===== src/rtl/macro_counter_pkg.sv =====
// macro_counter_pkg
//   Shared types and helpers for the macro counter bank.
//   chan_state_e : per-channel state, IDLE (waiting for a target) or RUN (counting).
//   clog2_min1   : ceil(log2(n)) clamped to at least 1, used to size channel-select fields.
package macro_counter_pkg;

   typedef enum logic {
      IDLE = 1'b0,
      RUN  = 1'b1
   } chan_state_e;

   // A single-channel bank still needs a 1-bit select field.
   function automatic int clog2_min1(input int n);
      int r;
      r = 0;
      for (int i = 0; i < 31; i++) begin
         if ((1 << i) < n) begin
            r = i + 1;
         end else begin
            r = r;
         end
      end
      if (r < 1) begin
         r = 1;
      end else begin
         r = r;
      end
      return r;
   endfunction

endpackage


===== src/rtl/macro_counter_chan.sv =====
// macro_counter_chan
//   One counter channel: target storage, tick counter, match detect and IDLE/RUN FSM.
//   Ports:
//     clk, rst        rising-edge clock, asynchronous active-low reset
//     load            accepted load strobe (already qualified by the bank)
//     load_data       target value to store
//     tick            count enable
//     clr             synchronous abort (highest priority)
//     mode_reload     1 = restart from zero on match, 0 = stop on match
//     busy            channel is in RUN
//     done            one-cycle pulse on match or on a zero-target load
//     count           current counter value
module macro_counter_chan
   import macro_counter_pkg::*;
#(
   parameter int WIDTH = 8
) (
   input  logic             clk,
   input  logic             rst,
   input  logic             load,
   input  logic [WIDTH-1:0] load_data,
   input  logic             tick,
   input  logic             clr,
   input  logic             mode_reload,
   output logic             busy,
   output logic             done,
   output logic [WIDTH-1:0] count
);

   chan_state_e      state_r,   state_nxt_s;
   logic [WIDTH-1:0] cnt_r,     cnt_nxt_s;
   logic [WIDTH-1:0] storage_r, storage_nxt_s;
   logic             done_r,    done_nxt_s;
   logic [WIDTH:0]   cnt_inc_s;
   logic             match_s;

   // The increment carries one extra bit so an all-ones target still matches exactly.
   assign cnt_inc_s = {1'b0, cnt_r} + {{WIDTH{1'b0}}, 1'b1};
   assign match_s   = (cnt_inc_s == {1'b0, storage_r});

   // Next-state logic: clr beats load, load beats tick.
   always_comb begin
      state_nxt_s   = state_r;
      cnt_nxt_s     = cnt_r;
      storage_nxt_s = storage_r;
      done_nxt_s    = 1'b0;
      if (clr) begin
         state_nxt_s = IDLE;
         cnt_nxt_s   = {WIDTH{1'b0}};
      end else if (load) begin
         storage_nxt_s = load_data;
         cnt_nxt_s     = {WIDTH{1'b0}};
         if (load_data != {WIDTH{1'b0}}) begin
            state_nxt_s = RUN;
         end else begin
            // A zero target is already reached: report it and stay idle.
            state_nxt_s = IDLE;
            done_nxt_s  = 1'b1;
         end
      end else begin
         case (state_r)
            RUN: begin
               if (tick) begin
                  if (match_s) begin
                     done_nxt_s = 1'b1;
                     if (mode_reload) begin
                        cnt_nxt_s = {WIDTH{1'b0}};
                     end else begin
                        cnt_nxt_s   = storage_r;
                        state_nxt_s = IDLE;
                     end
                  end else begin
                     cnt_nxt_s = cnt_inc_s[WIDTH-1:0];
                  end
               end else begin
                  cnt_nxt_s = cnt_r;
               end
            end
            IDLE: begin
               state_nxt_s = IDLE;
            end
            default: begin
               state_nxt_s = IDLE;
               cnt_nxt_s   = {WIDTH{1'b0}};
            end
         endcase
      end
   end

   // Channel state registers.
   always_ff @(posedge clk or negedge rst) begin
      if (!rst) begin
         state_r   <= IDLE;
         cnt_r     <= {WIDTH{1'b0}};
         storage_r <= {WIDTH{1'b0}};
         done_r    <= 1'b0;
      end else begin
         state_r   <= state_nxt_s;
         cnt_r     <= cnt_nxt_s;
         storage_r <= storage_nxt_s;
         done_r    <= done_nxt_s;
      end
   end

   assign busy  = (state_r == RUN);
   assign done  = done_r;
   assign count = cnt_r;

endmodule


===== src/rtl/macro_counter_bank.sv =====
// macro_counter_bank
//   NUM_CH independent tick counters with a shared valid/ready target-load port
//   and a registered counter read-back port.
//   Ports:
//     clk, rst                  rising-edge clock, asynchronous active-low reset
//     load_valid/ready          target-load handshake (ready is combinational)
//     load_chan, load_data      channel and target of the load
//     tick, clr, mode_reload    per-channel count enable, abort, reload mode
//     busy, done, done_any      per-channel RUN flag, match pulse, OR of match pulses
//     rd_chan, rd_data          read select and registered counter value (0 if out of range)
module macro_counter_bank
   import macro_counter_pkg::*;
#(
   parameter  int WIDTH  = 8,
   parameter  int NUM_CH = 4,
   localparam int CH_W   = clog2_min1(NUM_CH)
) (
   input  logic              clk,
   input  logic              rst,
   input  logic              load_valid,
   output logic              load_ready,
   input  logic [CH_W-1:0]   load_chan,
   input  logic [WIDTH-1:0]  load_data,
   input  logic [NUM_CH-1:0] tick,
   input  logic [NUM_CH-1:0] clr,
   input  logic [NUM_CH-1:0] mode_reload,
   output logic [NUM_CH-1:0] busy,
   output logic [NUM_CH-1:0] done,
   output logic              done_any,
   input  logic [CH_W-1:0]   rd_chan,
   output logic [WIDTH-1:0]  rd_data
);

   logic [NUM_CH-1:0] busy_s;
   logic [NUM_CH-1:0] done_s;
   logic [WIDTH-1:0]  count_s [NUM_CH];
   logic [NUM_CH-1:0] load_sel_s;
   logic              load_ready_s;
   logic [WIDTH-1:0]  rd_mux_s;
   logic [WIDTH-1:0]  rd_data_r;

   // Load decode: an out-of-range channel matches nothing, so it is never ready.
   always_comb begin
      load_ready_s = 1'b0;
      load_sel_s   = {NUM_CH{1'b0}};
      for (int i = 0; i < NUM_CH; i++) begin
         if (load_chan == CH_W'(i)) begin
            load_ready_s  = !busy_s[i] && !clr[i];
            load_sel_s[i] = load_valid && !busy_s[i] && !clr[i];
         end else begin
            load_sel_s[i] = 1'b0;
         end
      end
   end

   // Read mux: out-of-range selects read as zero.
   always_comb begin
      rd_mux_s = {WIDTH{1'b0}};
      for (int i = 0; i < NUM_CH; i++) begin
         if (rd_chan == CH_W'(i)) begin
            rd_mux_s = count_s[i];
         end else begin
            rd_mux_s = rd_mux_s;
         end
      end
   end

   // Read-back register captures the counter value before this edge's update.
   always_ff @(posedge clk or negedge rst) begin
      if (!rst) begin
         rd_data_r <= {WIDTH{1'b0}};
      end else begin
         rd_data_r <= rd_mux_s;
      end
   end

   for (genvar g = 0; g < NUM_CH; g++) begin : g_chan
      macro_counter_chan #(
         .WIDTH(WIDTH)
      ) u_chan (
         .clk        (clk),
         .rst        (rst),
         .load       (load_sel_s[g]),
         .load_data  (load_data),
         .tick       (tick[g]),
         .clr        (clr[g]),
         .mode_reload(mode_reload[g]),
         .busy       (busy_s[g]),
         .done       (done_s[g]),
         .count      (count_s[g])
      );
   end

   assign load_ready = load_ready_s;
   assign busy       = busy_s;
   assign done       = done_s;
   assign done_any   = |done_s;
   assign rd_data    = rd_data_r;

endmodule


===== config.mk =====
export PLATFORM = sky130hd
export DESIGN_NAME = macro_counter_bank
export DESIGN_NICKNAME = d
export VERILOG_FILES = /design/src/rtl/macro_counter_pkg.sv /design/src/rtl/macro_counter_chan.sv /design/src/rtl/macro_counter_bank.sv
export SDC_FILE = /design/constraint.sdc
export NUM_CORES = 1
export LEC_CHECK = 0
export ABC_CLOCK_PERIOD_IN_PS = 3200
export CORE_ASPECT_RATIO = 0.6
export CORE_MARGIN = 2
export CORE_UTILIZATION = 40
export DETAILED_ROUTE_END_ITERATION = 8
export PLACE_DENSITY = 0.69
export SYNTH_ARGS = -nofsm -noshare
export SYNTH_HDL_FRONTEND = slang
export SYNTH_SLANG_ARGS = --single-unit

===== constraint.sdc =====
create_clock -name clk -period 3.2 [get_ports clk]
set_input_delay 0.32 -clock clk [delete_from_list [all_inputs] [get_ports clk]]
set_output_delay 0.32 -clock clk [all_outputs]
set_load 0.01 [all_outputs]

# Word level (Yosys, flattened, before mapping)
# Cells that the tools add are included.
[totals]
reg_bits = 80
latchBits = 0
ram_bits = 0
romBits = 0
input_bits = 27
output_inout_bits = 18
elab_cells = 161
mem_count = 0
[op_classes]
addsub = 4
mul = 0
div = 0
order_cmp = 0
eq_ne = 10
shift = 0
muxes = 82
bitwise = 8
reduce_logical = 40
[ops]
columns = ["operator", "count"]
rows = [
  ["8-bit 2-to-1 mux", 28],
  ["1-bit 2-to-1 mux", 50],
  ["8-bit by 1-bit adder with 9-bit output (second input constant)", 4],
  ["9-bit by 8-bit == test with 1-bit output", 4],
  ["3-bit nonzero test", 8],
  ["2-bit AND reduction", 8],
  ["1-bit logical AND", 12],
  ["2-bit == test (second input constant)", 4],
  ["1-bit zero test", 8],
  ["1-bit inverter", 8],
  ["1-bit one-hot mux with 2 select lines", 4],
  ["8-bit nonzero test", 1],
  ["2-bit by 1-bit == test with 1-bit output (second input constant)", 2],
  ["2-bit zero test", 2],
  ["4-bit OR reduction", 1],
]

# Depth between registers and ports, before layout
[logic_depth]
ltp_word = 7
mapped_depth = 9
depth_no_buf = 7

# By module
# From an unflattened synthesis, not the netlist that was laid out.
[hier_totals]
hier_cells = 475
area_unflattened_um2 = 5126.2
[by_module_without_submodules]
columns = ["mod", "instances", "cells_each", "area_per_inst_um2", "seq_area_each_um2"]
rows = [
  ["macro_counter_chan at g_chan[0].u_chan ...", 3, 113, 1167.4, 450.4],
  ["macro_counter_chan at g_chan[3].u_chan", 1, 107, 1143.6, 450.4],
  ["macro_counter_bank", 1, 29, 480.5, 200.2],
]

# Worst setup path after synthesis
# OpenSTA, ideal clock, no wires.
[synth_path]
kind = "reg2reg"
startpoint = "reg g_chan[0].u_chan.cnt_r[0]"
endpoint = "reg g_chan[0].u_chan.cnt_r[7]"
setup_time_ps = 122
t_arrival_ps = 2327
required_time_ps = 3078
setup_slack_ps = 751
stages_incl_launch_ff = 8
n_path_buf = 1
period_less_slack_ps = 2449
path_cell_list = "dfrtp_1 > ha_1 > and2b_2 > or3_2 > a2111oi_4 > buf_6 > mux2i_1 > o2bb2ai_2"
[synth_between]
elab_chain_len = 7
[synth_lines]
columns = ["item", "line", "text"]
rows = [
  ["from (decl)", "macro_counter_chan.sv:31", "logic [WIDTH-1:0] cnt_r, cnt_nxt_s;"],
  ["from (signal assigned)", "macro_counter_chan.sv:94", "cnt_r <= {WIDTH{1'b0}};"],
  ["from (signal assigned)", "macro_counter_chan.sv:99", "cnt_r <= cnt_nxt_s;"],
  ["8-bit by 1-bit adder with 9-bit output *", "macro_counter_chan.sv:38", "assign cnt_inc_s = {1'b0, cnt_r} + {{WIDTH{1'b0}}, 1'b1};"],
  ["9-bit by 8-bit == test with 1-bit output", "macro_counter_chan.sv:39", "assign match_s = (cnt_inc_s == {1'b0, storage_r});"],
  ["8-bit 2-to-1 mux *", "macro_counter_chan.sv:64", "if (match_s) begin"],
  ["8-bit 2-to-1 mux *", "macro_counter_chan.sv:63", "if (tick) begin"],
  ["8-bit 2-to-1 mux *", "macro_counter_chan.sv:61", "case (state_r)"],
  ["8-bit 2-to-1 mux *", "macro_counter_chan.sv:50", "end else if (load) begin"],
  ["8-bit 2-to-1 mux *", "macro_counter_chan.sv:47", "if (clr) begin"],
]
# Every way passes the cells marked *; elsewhere a longest branch is shown, timed or not. The select of a mux whose other input is x is not followed.
# A chain may end at the register's enable or synchronous reset.

# Worst setup path in the final report
[layout_path]
startpoint = "reg g_chan[1].u_chan.cnt_r[0]"
endpoint = "reg g_chan[1].u_chan.cnt_r[7]"
[layout_between]
elab_chain_len = 7
[layout_lines]
columns = ["item", "line"]
rows = [
  ["from (decl)", "macro_counter_chan.sv:31"],
  ["from (signal assigned)", "macro_counter_chan.sv:94"],
  ["from (signal assigned)", "macro_counter_chan.sv:99"],
  ["8-bit by 1-bit adder with 9-bit output *", "macro_counter_chan.sv:38"],
  ["9-bit by 8-bit == test with 1-bit output", "macro_counter_chan.sv:39"],
  ["8-bit 2-to-1 mux *", "macro_counter_chan.sv:64"],
  ["8-bit 2-to-1 mux *", "macro_counter_chan.sv:63"],
  ["8-bit 2-to-1 mux *", "macro_counter_chan.sv:61"],
  ["8-bit 2-to-1 mux *", "macro_counter_chan.sv:50"],
  ["8-bit 2-to-1 mux *", "macro_counter_chan.sv:47"],
]
# Marks and branches as above.

==> flow_summary.yaml <==
timing:
  clock.fmax_ghz: 0.362
  final.setup.worst_slack_ns: 0.437
  post-route-period-util: 0.863
  finClkSkew_ns: 0.00853
  max_slew_margin: 0.312
  grt_setup_unrepaired: "false"
  finalCriticalPeriod_ns: 2.76
  worst_pin_slew_ns: 1.03
  hold_violations: 0
  setup-tns-final_ns: 0
  maxSlewViolCount: 0
  final-setup-viol-count: 0
placement:
  dp_cells: 696
  place_ws_ns: 0.522
  hpwl_mm: 10.5
  place.port_buffers: 44
  gp_congestion: 0.957
grt:
  grt_max_degree: 81
  grt_pass1_wl_mm: 22.6
  first_global_vias: 4122
  track_usage: 0.217
  antenna_found_initial: 0
  grt_overflow: 0
layout:
  fin_cells: 711
  nets: 573
  antenna_cells: 0
  drive_gt1_frac: 0.132
  syn2layout_area_growth_pct: 17.0
synth:
  ys_top_cells_by_area: "dfrtp_1 40%, nand2_1 6.6%, xnor3_1 4.5%"
  ys_seq_elements: 80
  synth_edf_count: 0
  ys.flop_type: "dfrtp_1"
  avgSynthCellArea_sq_um: 10.0
  synth_top_cell_by_area: "dfrtp_1"
  seq_area_frac_synth: 0.397
  synth_most_common_cell: "nand2_1"
  yosys_warnings: 0
  synth_common_cells: "89 x nand2_1, 80 x dfrtp_1, 33 x nor2_1, 24 x nand3_1, 24 x xnor2_1"
  syn_nets: 534
  async_flop_share: 1.00
  yosys.area.top_type_share: 0.397
  synthCells: 503
  ys_types: 72
  syn_area_sq_um: 5050
floorplan:
  die-area_sq_um: 13600
  core_sq_um: 12200
  io_pins: 45
  die_x_um: 149
  rows: 31
  die_y_um: 91
  start_util: 0.414
route:
  vias_per_cell: 5.89
  wire_per_inst_um: 20.0
  routed_wl_mm: 14.2
  firstDrtPassIters: 5
  final_antenna_net_count: 0
  drt_iter0_markers: 452
  route.detailed.drc: 0
  vias: 4186
cts:
  cts_root_buffer: "clkbuf_16"
  cts_resized: 0
  clk_path_buf_depth: 2
  path_clk_slew_ns: 0.06
  post_cts_buffers: 0
  insertion_delay_ns: 0.34
  cts_buffers: 9
  cts_hold_buf: 0
  cts_sinks: 80
  cts_tree: "done"
  htreeDepth: 3
critical_path:
  crit_chain: "ha_1 > nand2_1 > or3_1 > a221oi_1 > a41oi_1 > a21o_1 > a221o_1"
  slowest_stage: "dfrtp_1"
  required_ns: 3.42
  r2r_cells: 7
  critPathKind: "register to register"
  end_kind: "register"
  crit_arrival_ns: 2.99
  startpoint_type: "register"
  r2r-end: "g_chan[1].u_chan.count[7]$_DFFE_PN0P_"
  slowest_delay_ns: 0.48
  timing.rr.start: "g_chan[1].u_chan.count[0]$_DFFE_PN0P_"
  ff2ff_setup_slack_ns: 0.44
  crit_path_max_fanout: 7
power:
  peakVddDrop_mv: 0.273
  leakage_uw: 0.00253
  p_per_area_nw_per_um2: 451
run_status:
  status: "complete, no violations"
min_path:
  hold_path.class: "primary input to asynchronous set/reset pin"
flow_run:
  cap_violations: 0
## registers in the layout, indices dropped and copies added (netlist names)
name and count:
g_chan.u_chan.storage_r 32, g_chan.u_chan.count 32, g_chan.u_chan.busy 4, rd_data 8, g_chan.u_chan.done 4
## where the power goes
group	total, uW	switching, uW	internal [uW]
combinational	475	214	261
sequential	1220	110	1110
clock	969	408	561
## logic make-up (layout without fill, tap and decap cells)
family                   count (synthesis)  count (layout)  synth area share
adder cells (fa/ha/maj)                  4               4           0.00992
XOR/XNOR                                52              52             0.130
AO/OA/AOI/OAI                           80              80             0.126
AND/OR/NAND/NOR                        218             218             0.217
multiplexers                            26              26            0.0759
buffers and inverters                   43              86            0.0444
flip-flops                              80              80             0.397
## cells in the final DEF, fill, tap and decap left out, drive strengths merged, types with 5 or more instances in the layout
master and instances:
a21o 5, and3 11, mux4 8, nor3 7, buf 17, dfrtp 80
xnor2 24, nor2 33, nand4 7, nand2 89, clkdlybuf4s50 43, xnor3 12
clkbuf 12, inv 10, o21ai 18, nand3 24, xor2 14, nor4b 9
a221o 14, or2 5, a21oi 5, o211ai 11, mux2 15
## how the worst max path moves through the flow
stage               cells after the start                                   from                                     to  slack, ns
floorplan                               7  g_chan[0].u_chan.count[0]$_DFFE_PN0P_  g_chan[0].u_chan.count[7]$_DFFE_PN0P_       0.75
global placement                        7  g_chan[0].u_chan.count[0]$_DFFE_PN0P_  g_chan[0].u_chan.count[2]$_DFFE_PN0P_       0.65
global route                            7  g_chan[1].u_chan.count[0]$_DFFE_PN0P_  g_chan[1].u_chan.count[7]$_DFFE_PN0P_       0.27
detailed placement                      7  g_chan[1].u_chan.count[0]$_DFFE_PN0P_  g_chan[1].u_chan.count[7]$_DFFE_PN0P_       0.52
finish                                  7  g_chan[1].u_chan.count[0]$_DFFE_PN0P_  g_chan[1].u_chan.count[7]$_DFFE_PN0P_       0.44
CTS                                     7  g_chan[1].u_chan.count[0]$_DFFE_PN0P_  g_chan[1].u_chan.count[7]$_DFFE_PN0P_       0.52
## stage by stage
step | hold WS (ns) | instance area [sq um] | total power, uW | utilization
after floorplan | 0.0244 | 5050 | 1530 | -
after global placement | 0.515 | 5630 | 1690 | 0.462
after detailed placement | 0.518 | 5630 | 1700 | 0.462
after CTS | 0.208 | 5900 | 2670 | 0.485
after global routing | 0.252 | 5900 | 2760 | 0.485
final | 0.148 | 5900 | 2660 | 0.485
## cell type report
| cell class | count | area, sq um |
|---|---|---|
| clock buffer | 12 | 256 |
| clock inverter | 3 | 17.5 |
| fill | 1139 | 6280 |
| inverter | 11 | 41.3 |
| multi-input combinational | 380 | 2820 |
| sequential | 80 | 2000 |
| tap | 165 | 206 |
| timing repair buffer | 60 | 558 |
## layer usage
| layer | wire (um) | share of wire | vias up | GRT usage |
|---|---|---|---|---|
| met5 | 0 | 0 | - | 0 |
| met4 | 132 | 0.0093 | 0 | 0.0389 |
| met3 | 1470 | 0.10 | 14 | 0.0613 |
| met2 | 5840 | 0.41 | 195 | 0.305 |
| met1 | 6810 | 0.48 | 2077 | 0.332 |
| li1 | - | - | 1900 | - |
## critical path, delay by kind of cell, from the launching register on
| family | cells | cell delay (ns) |
|---|---|---|
| AO/OA/AOI/OAI | 4 | 1.31 |
| adder cells (fa/ha/maj) | 1 | 0.35 |
| flip-flops | 1 | 0.48 |
| AND/OR/NAND/NOR | 2 | 0.51 |
Power figures use the tool's default switching activity.
